File: src/rtl/mem_port_arbiter_if.sv
// Bus bundle between the GPP16 memory port arbiter, its requesters and the data memory.
// The slave modport is the arbiter's view of the bus. The master modport is the environment's view.
interface mem_port_arbiter_if #(
  parameter int N_REQ = 3,
  parameter int AW    = 16,
  parameter int DW    = 16
);
  logic [N_REQ-1:0]    req;
  logic [N_REQ-1:0]    req_we;
  logic [N_REQ*AW-1:0] req_addr;
  logic [N_REQ*DW-1:0] req_wdata;
  logic [N_REQ-1:0]    gnt;
  logic [N_REQ-1:0]    ack;
  logic [DW-1:0]       rdata;
  logic                mem_en;
  logic                mem_we;
  logic [AW-1:0]       mem_addr;
  logic [DW-1:0]       mem_wdata;
  logic [DW-1:0]       mem_rdata;
  logic                busy;

  modport slave (
    input  req, req_we, req_addr, req_wdata, mem_rdata,
    output gnt, ack, rdata, mem_en, mem_we, mem_addr, mem_wdata, busy
  );

  modport master (
    output req, req_we, req_addr, req_wdata, mem_rdata,
    input  gnt, ack, rdata, mem_en, mem_we, mem_addr, mem_wdata, busy
  );
endinterface

File: src/rtl/mem_port_arbiter.sv
// Single-port memory arbiter with a fixed wait-state access and a one-cycle ack.
// Define MEM_ARB_RR_EN for round-robin arbitration. The default is fixed priority, where index 0 wins.
module mem_port_arbiter #(
  parameter int N_REQ    = 3,
  parameter int AW       = 16,
  parameter int DW       = 16,
  parameter int MEM_WAIT = 1
) (
  input logic              clk,
  input logic              init,
  mem_port_arbiter_if.slave bus
);
  localparam int IW = (N_REQ > 1) ? $clog2(N_REQ) : 1;

  typedef enum logic [1:0] {IDLE, ACCESS, DONE} state_t;

  state_t           state;
  logic [N_REQ-1:0] gnt_q, ack_q, mask;
  logic [DW-1:0]    rdata_q, wdata_q;
  logic [AW-1:0]    addr_q;
  logic             en_q, we_q, busy_q;
  logic [3:0]       cnt;
  logic [IW-1:0]    owner;
  logic [IW-1:0]    start;

  logic [N_REQ-1:0] avail;
  logic             win_found;
  logic [IW-1:0]    win;
  logic             sel_we;
  logic [AW-1:0]    sel_addr;
  logic [DW-1:0]    sel_wdata;

  // First set bit of v, searching upward from start and wrapping at N_REQ.
  function automatic logic [IW-1:0] pick(input logic [N_REQ-1:0] v, input logic [IW-1:0] start_idx);
    logic [IW-1:0] w;
    logic          found;
    int            idx;
    w     = '0;
    found = 1'b0;
    for (int i = 0; i < N_REQ; i++) begin
      idx = int'(start_idx) + i;
      if (idx >= N_REQ) idx = idx - N_REQ;
      if (!found && v[IW'(idx)]) begin
        found = 1'b1;
        w     = IW'(idx);
      end
    end
    return w;
  endfunction

`ifdef MEM_ARB_RR_EN
  logic [IW-1:0] ptr;
  assign start = ptr;
`else
  assign start = '0;
`endif

  always_comb begin
    avail     = bus.req & ~mask;
    win_found = |avail;
    win       = pick(avail, start);
    sel_we    = 1'b0;
    sel_addr  = '0;
    sel_wdata = '0;
    for (int k = 0; k < N_REQ; k++) begin
      if (win == IW'(k)) begin
        sel_we    = bus.req_we[k];
        sel_addr  = bus.req_addr[k*AW +: AW];
        sel_wdata = bus.req_wdata[k*DW +: DW];
      end
    end
  end

  always_ff @(posedge clk) begin
    if (init) begin
      state   <= IDLE;
      gnt_q   <= '0;
      ack_q   <= '0;
      mask    <= '0;
      rdata_q <= '0;
      wdata_q <= '0;
      addr_q  <= '0;
      en_q    <= 1'b0;
      we_q    <= 1'b0;
      busy_q  <= 1'b0;
      cnt     <= '0;
      owner   <= '0;
`ifdef MEM_ARB_RR_EN
      ptr     <= '0;
`endif
    end else begin
      case (state)
        IDLE: begin
          // The previous owner is masked for one IDLE cycle only, so it can win again right after.
          mask <= '0;
          if (win_found) begin
            owner   <= win;
            gnt_q   <= {{(N_REQ-1){1'b0}}, 1'b1} << win;
            en_q    <= 1'b1;
            we_q    <= sel_we;
            addr_q  <= sel_addr;
            wdata_q <= sel_wdata;
            cnt     <= 4'(MEM_WAIT);
            busy_q  <= 1'b1;
            state   <= ACCESS;
`ifdef MEM_ARB_RR_EN
            ptr     <= (win == IW'(N_REQ-1)) ? '0 : win + 1'b1;
`endif
          end
        end
        ACCESS: begin
          if (cnt == 4'd0) begin
            if (!we_q) rdata_q <= bus.mem_rdata;
            ack_q <= gnt_q;
            gnt_q <= '0;
            en_q  <= 1'b0;
            we_q  <= 1'b0;
            state <= DONE;
          end else begin
            cnt <= cnt - 4'd1;
          end
        end
        DONE: begin
          ack_q  <= '0;
          mask   <= {{(N_REQ-1){1'b0}}, 1'b1} << owner;
          busy_q <= 1'b0;
          state  <= IDLE;
        end
        default: state <= IDLE;
      endcase
    end
  end

  assign bus.gnt       = gnt_q;
  assign bus.ack       = ack_q;
  assign bus.rdata     = rdata_q;
  assign bus.mem_en    = en_q;
  assign bus.mem_we    = we_q;
  assign bus.mem_addr  = addr_q;
  assign bus.mem_wdata = wdata_q;
  assign bus.busy      = busy_q;
endmodule

File: src/flat_wrapper.sv
// flat-port wrapper written by rule: the top's interface ports become plain ports
module mem_port_arbiter_flat 
#(
  parameter int N_REQ    = 3,
  parameter int AW       = 16,
  parameter int DW       = 16,
  parameter int MEM_WAIT = 1
)
  (clk, init, bus_req, bus_req_we, bus_req_addr, bus_req_wdata, bus_mem_rdata, bus_gnt, bus_ack, bus_rdata, bus_mem_en, bus_mem_we, bus_mem_addr, bus_mem_wdata, bus_busy);
  mem_port_arbiter_if #(.N_REQ(N_REQ), .AW(AW), .DW(DW)) bus_i ();
  input logic clk;
  input logic init;
  input wire logic [$bits(bus_i.req)-1:0] bus_req;
  input wire logic [$bits(bus_i.req_we)-1:0] bus_req_we;
  input wire logic [$bits(bus_i.req_addr)-1:0] bus_req_addr;
  input wire logic [$bits(bus_i.req_wdata)-1:0] bus_req_wdata;
  input wire logic [$bits(bus_i.mem_rdata)-1:0] bus_mem_rdata;
  output wire logic [$bits(bus_i.gnt)-1:0] bus_gnt;
  output wire logic [$bits(bus_i.ack)-1:0] bus_ack;
  output wire logic [$bits(bus_i.rdata)-1:0] bus_rdata;
  output wire logic [$bits(bus_i.mem_en)-1:0] bus_mem_en;
  output wire logic [$bits(bus_i.mem_we)-1:0] bus_mem_we;
  output wire logic [$bits(bus_i.mem_addr)-1:0] bus_mem_addr;
  output wire logic [$bits(bus_i.mem_wdata)-1:0] bus_mem_wdata;
  output wire logic [$bits(bus_i.busy)-1:0] bus_busy;
  assign bus_i.req = bus_req;
  assign bus_i.req_we = bus_req_we;
  assign bus_i.req_addr = bus_req_addr;
  assign bus_i.req_wdata = bus_req_wdata;
  assign bus_i.mem_rdata = bus_mem_rdata;
  assign bus_gnt = bus_i.gnt;
  assign bus_ack = bus_i.ack;
  assign bus_rdata = bus_i.rdata;
  assign bus_mem_en = bus_i.mem_en;
  assign bus_mem_we = bus_i.mem_we;
  assign bus_mem_addr = bus_i.mem_addr;
  assign bus_mem_wdata = bus_i.mem_wdata;
  assign bus_busy = bus_i.busy;
  mem_port_arbiter #(.N_REQ(N_REQ), .AW(AW), .DW(DW), .MEM_WAIT(MEM_WAIT)) u_core (.clk(clk), .init(init), .bus(bus_i));
endmodule
File: config.mk
export PLATFORM = sky130hd
export DESIGN_NAME = mem_port_arbiter_flat
export DESIGN_NICKNAME = d
export VERILOG_FILES = /design/src/rtl/mem_port_arbiter_if.sv /design/src/rtl/mem_port_arbiter.sv /design/src/flat_wrapper.sv
export SDC_FILE = /design/constraint.sdc
export NUM_CORES = 1
export LEC_CHECK = 0
export BUFFER_PORTS_ARGS = -buffer_cell sky130_fd_sc_hd__buf_2
export CAP_MARGIN = 20
export CELL_PAD_IN_SITES_DETAIL_PLACEMENT = 0
export CELL_PAD_IN_SITES_GLOBAL_PLACEMENT = 1
export CORE_MARGIN = 4
export CORE_UTILIZATION = 31
export DETAILED_ROUTE_END_ITERATION = 7
export PLACE_DENSITY_LB_ADDON = 0.08
export RECOVER_POWER = 25
export SKIP_CTS_REPAIR_TIMING = 1
export SLEW_MARGIN = 15
export SYNTH_ARGS = -nofsm -noshare
export SYNTH_HDL_FRONTEND = slang
export SYNTH_SLANG_ARGS = --single-unit
File: constraint.sdc
create_clock -name clk -period 3.8 [get_ports clk]
set_input_delay 0.95 -clock clk [delete_from_list [all_inputs] [get_ports clk]]
set_output_delay 0.95 -clock clk [all_outputs]
set_load 0.05 [all_outputs]
### Word-level counts from Yosys, hierarchy flattened

Cells that the tools add are included.

| word-level totals | value |
|---|---|
| register bits | 68 |
| bits of input ports | 120 |
| output and inout port bits | 57 |
| logic and storage cells | 70 |

| operators by class | value |
|---|---|
| $add $sub $neg | 1 |
| eq/ne operators | 7 |
| shifts and indexed selects | 2 |
| muxes and demuxes | 29 |
| bitwise operators | 3 |
| reduce and logical (&&, ||, !) cells | 16 |

Operators by type and width:

| kind | count |
|---|---|
| 16-bit 2-to-1 mux | 6 |
| 3-bit case mux with 2 select lines | 3 |
| 3-bit 2-to-1 mux | 3 |
| 3-bit AND reduction | 3 |
| 1-bit 2-to-1 mux | 8 |
| 4-bit 2-to-1 mux | 2 |
| 4-bit case mux with 2 select lines | 1 |
| 2-bit AND reduction | 4 |
| 1-bit case mux with 2 select lines | 3 |
| 2-bit nonzero test | 3 |
| 1-bit by 2-bit left shift with 3-bit output, first input constant | 2 |
| 2-bit by 1-bit equality test with 1-bit output, second input constant | 2 |
| 2-bit equality test, second input constant | 2 |
| 2-bit zero test | 2 |
| 4-bit zero test | 1 |
| 2-bit 2-to-1 mux | 2 |
| 2-bit by 1-bit inequality test with 1-bit output, second input constant | 2 |
| 2-bit case mux with 2 select lines | 1 |
| 4-bit by 1-bit subtractor with 4-bit output, second input constant | 1 |
| 3-bit AND | 1 |
| 3-bit inverter | 1 |
| 3-bit OR reduction | 1 |
| 2-bit inequality test, second input constant | 1 |
| 1-bit logical AND | 1 |
| other kinds (2) | 2 |

### Logic depth before layout (Yosys ltp)

| depth | value |
|---|---|
| depth after elaboration | 12 |
| mapped depth | 7 |
| mapped depth without buffers | 6 |

### Least setup slack after synthesis

No wires, ideal clock.

| timing path | value |
|---|---|
| path type | input to register |
| start | input port bus_req[0] |
| end | register u_core.addr_q[6], in the netlist u_core.bus.mem_addr[6] |
| setup time | 133 ps |
| arrival time | 1897 ps |
| required time | 3667 ps |
| slack | 1769 ps |
| cell stages on the path | 6 |
| buffers on the path | 2 |
| cell sequence | nor2b_2 > o31a_2 > buf_6 > buf_2 > nor2_1 > a311oi_2 |

| between the ends | value |
|---|---|
| word-level cells in the longest chain between the ends | 9 |
| elaborated cells between the ends (all ways) | 13 |
| those cells by class | eq/ne: 2; mux: 5; bitwise: 1; reduce/logical: 5 |

RTL lines:

| what | line | RTL |
|---|---|---|
| start, declared | flat_wrapper.sv:13 | `input wire logic [$bits(bus_i.req)-1:0] bus_req;` |
| 3-bit AND * | mem_port_arbiter.sv:59 | `avail = bus.req & ~mask;` |
| 1-bit 2-to-1 mux | mem_port_arbiter.sv:43 | `if (!found && v[IW'(idx)]) begin` |
| 1-bit zero test | mem_port_arbiter.sv:43 |  |
| 1-bit logical AND | mem_port_arbiter.sv:43 |  |
| 1-bit 2-to-1 mux | mem_port_arbiter.sv:43 |  |
| 2-bit zero test | mem_port_arbiter.sv:66 | `if (win == IW'(k)) begin` |
| 16-bit 2-to-1 mux (3 in a row) | mem_port_arbiter.sv:66 |  |
| end signal, assigned | mem_port_arbiter.sv:101 | `addr_q <= sel_addr;` |
| end, declared | mem_port_arbiter.sv:20 | `logic [AW-1:0] addr_q;` |

Mark *: on every way between the ends. The rest lies on a longest branch, timed or not.
A chain may end at the register's enable or synchronous reset.

### Worst setup path in the final report

| timing path | value |
|---|---|
| start | input port init |
| end | register u_core.busy_q, in the netlist u_core.bus.busy |

RTL lines:

| what | line | RTL |
|---|---|---|
| start, declared | flat_wrapper.sv:12 | `input logic init;` |
| end signal, assigned | mem_port_arbiter.sv:85 | `busy_q <= 1'b0;` |
| end signal, assigned | mem_port_arbiter.sv:104 | `busy_q <= 1'b1;` |
| end signal, assigned | mem_port_arbiter.sv:126 | `busy_q <= 1'b0;` |
| end, declared | mem_port_arbiter.sv:21 | `logic en_q, we_q, busy_q;` |

No word-level cell between the ends.

==> metrics <==
RSZ-0062 raised after global routing no; initial core utilization 32.2%; failing checks max-capacitance violations, max-slew violations; period utilization 74.1%; Area growth, synth to finish 30.5%; setup violators final 0; CTS tree done; Final Hold Viols 0; clk sink count 64; RR Startpoint u_core.cnt[0]; TNS Setup 0 ps; gpl congestion 0.751; sequential share of power a little under two fifths; Clock Path Buffers 2; Reg2Reg Setup Slack 1460 ps; Fmax 355 MHz; CTS Root Cell clkbuf_8; Max IR drop VDD 0.209 mV; cell internal pwr between 0.001 and 0.0015 W; Pre-antenna DRT Iters 4; R2R depth 6; Mean Syn Cell Area 8.07 um^2; Num CTS Buffers 9; most frequent cell after synthesis dfxtp_1; die width a little over 100 um; Required @ worst endpoint 3990 ps; unique cell type count in the Yosys netlist 36; switching share of power 43.9%; Worst Tran Pin Value 1700 ps; Rel. slew slack -13.5%; Hold Path Origin u_core.owner[0]; CP max FO 35; hold depth 2; sequential area share after synthesis between 40 and 50%; Layout Utilization between 40% and 50%; final worst slack 986 ps; DIE AREA 10,700 um^2; synthesized cell area 2830 um^2; WL final 8.58 mm; leak pwr 1.63 nW; fraction of layout cells with a size suffix above 1 30.6%; final worst path period need 2810 ps; routed len/inst 14.6 um; Vias/cell 4.96; Row Count 34; hold crit path type reg -> reg; Max Cap Viol 1; FF+latch count, synth 64; port bufs approximately 140; drc violations 0; Crit. End Element register; Combinational Power Share 39.2%; critical path launch point type input pin; Yosys top cell by area dfxtp_1; Final #Nets 598; I/O pins 177; via count slightly below 3,000; Die Span Y 104 um; Crit path arrival time 3000 ps; vias in the first global route between 2,000 and 3,000; Synth top area share a little under half; Max Clock Skew approximately 13 ps; Power per Cell Area 614 nW/um^2; Ant. Diodes 0; FFs w/ async S/R, synth 0%; pin count of the biggest net entering global routing 36; Antenna Nets Post-Route 0; first-pass GRT wire length 13.9 mm; H-tree levels 3; Clock Power Share between 20% and 30%; status finished, violations left; antenna violations before repair 0; fillers 977; CTS clk-pin slew, worst paths 70 ps; top cells by count, synth dfxtp_1, nand2_1, nor2_1; pre-CTS WS about 1100 ps; Synth area leaders dfxtp_1, a311oi_1, nand2_1; clk_lat worst skew 340 ps; Post-synth EDFFs 0; Cells after Synth between 300 and 400; Initial DRC Count 124; Total Power between 0.002 and 0.0025 W; All-Layer GR Usage approximately 16%; dominant synthesized flop cell dfxtp_1; WHS Endpoint u_core.owner[0]; WHS 476 ps; Core ar. 8810 um^2; total grt overflow 0; kind of critical path in -> reg; Worst R2R End u_core.bus.rdata[8]; Slew Viols, Final 36; P_sw about 0.0010 W; HPWL Detailed 5.82 mm; total number of yosys warnings 0
-- worst max-delay path by stage --
| stage | slack [ps] | startpoint | endpoint | cells past startpoint |
|---|---|---|---|---|
| after global routing | 810 | init | u_core.bus.mem_wdata[0] | 3 |
| after detailed placement | 1070 | bus_req[1] | u_core.bus.mem_addr[1] | 6 |
| final | 990 | init | u_core.bus.busy | 3 |
| after floorplan | 1770 | bus_req[0] | u_core.bus.mem_addr[6] | 6 |
| after CTS | 1300 | u_core.bus.mem_we | bus_mem_we | 1 |
| after global placement | 1080 | bus_req[1] | u_core.bus.mem_addr[1] | 6 |
-- worst max-delay path, stage by stage --
cell and delay (ps):
clkbuf_1 1200, clkbuf_2 740, a221oi_1 90
-- cells in the final DEF (no fill, tap or decap), drive strengths merged --
cell type,synthesis,routed
clkbuf,21,36
nor2b,4,4
o31a,1,1
nor3,4,4
o31ai,3,3
a21o,2,2
a21oi,28,28
or3b,1,1
nand2,54,54
dfxtp,64,64
ha,2,2
a22oi,2,2
buf,12,121
conb,1,2
clkinvlp,0,3
nor3b,3,3
or4,3,3
and2b,1,1
and3,1,1
o211a,1,1
nand3,37,37
nand2b,4,4
o21ai,22,22
a21bo,1,1
inv,5,5
nor2,40,40
a221oi,1,1
nor4,1,1
clkinv,0,2
a311oi,32,32
-- cell type report --
class	count	area, um^2	area share [%]
Clock buffer	11	141	3.83
Clock inverter	5	32.5	0.880
Timing Repair Buffer	146	711	19.2
Inverter	5	18.8	0.508
Sequential cell	64	1280	34.7
Tap cell	108	135	3.66
Multi-Input combinational cell	250	1380	37.2
-- routing by layer --
metal | global-route usage, % | wire, um | up-vias
li1 | - | - | 1492
met2 | 26.2 | 4000 | 77
met5 | 0 | 0 | -
met4 | 3.70 | 69 | 0
met1 | 18.6 | 3810 | 1345
met3 | 6.97 | 695 | 6
-- state kept, by name (all words and copies together) (netlist names) --
register,count
u_core.bus.busy,1
u_core.bus.mem_en,1
u_core.bus.rdata,16
u_core.bus.mem_addr,16
u_core.owner,1
u_core.bus.gnt,2
u_core.bus.mem_we,1
u_core.mask,2
u_core.state,2
u_core.bus.ack,2
u_core.bus.mem_wdata,16
u_core.cnt,4
-- cell families after synthesis --
logic type | synth area share (%)
AND/OR/NAND/NOR | 25.3
adder cells (fa/ha/maj) | 0.884
buffers and inverters | 6.27
AO/OA/AOI/OAI | 22.2
other | 0.132
flip-flops | 45.2
-- power groups by stage --
stage / clock network, W / logic (W) / registers, W
global placement: 0 / 0.000911 / 0.000875
finish: 0.000518 / 0.000890 / 0.000863
detailed placement: 0 / 0.000911 / 0.000877
global route: 0.000565 / 0.000969 / 0.000882
CTS: 0.000542 / 0.000914 / 0.000863
floorplan: 0 / 0.000370 / 0.00121
-- metrics by stage --
step / cell area (um^2) / std cells
after CTS: 3730 / 589
after global placement: 3560 / 573
final: 3700 / 589
after global routing: 3700 / 589
after floorplan: 2840 / 352
after detailed placement: 3560 / 573
(Power assumes the default switching activity.)
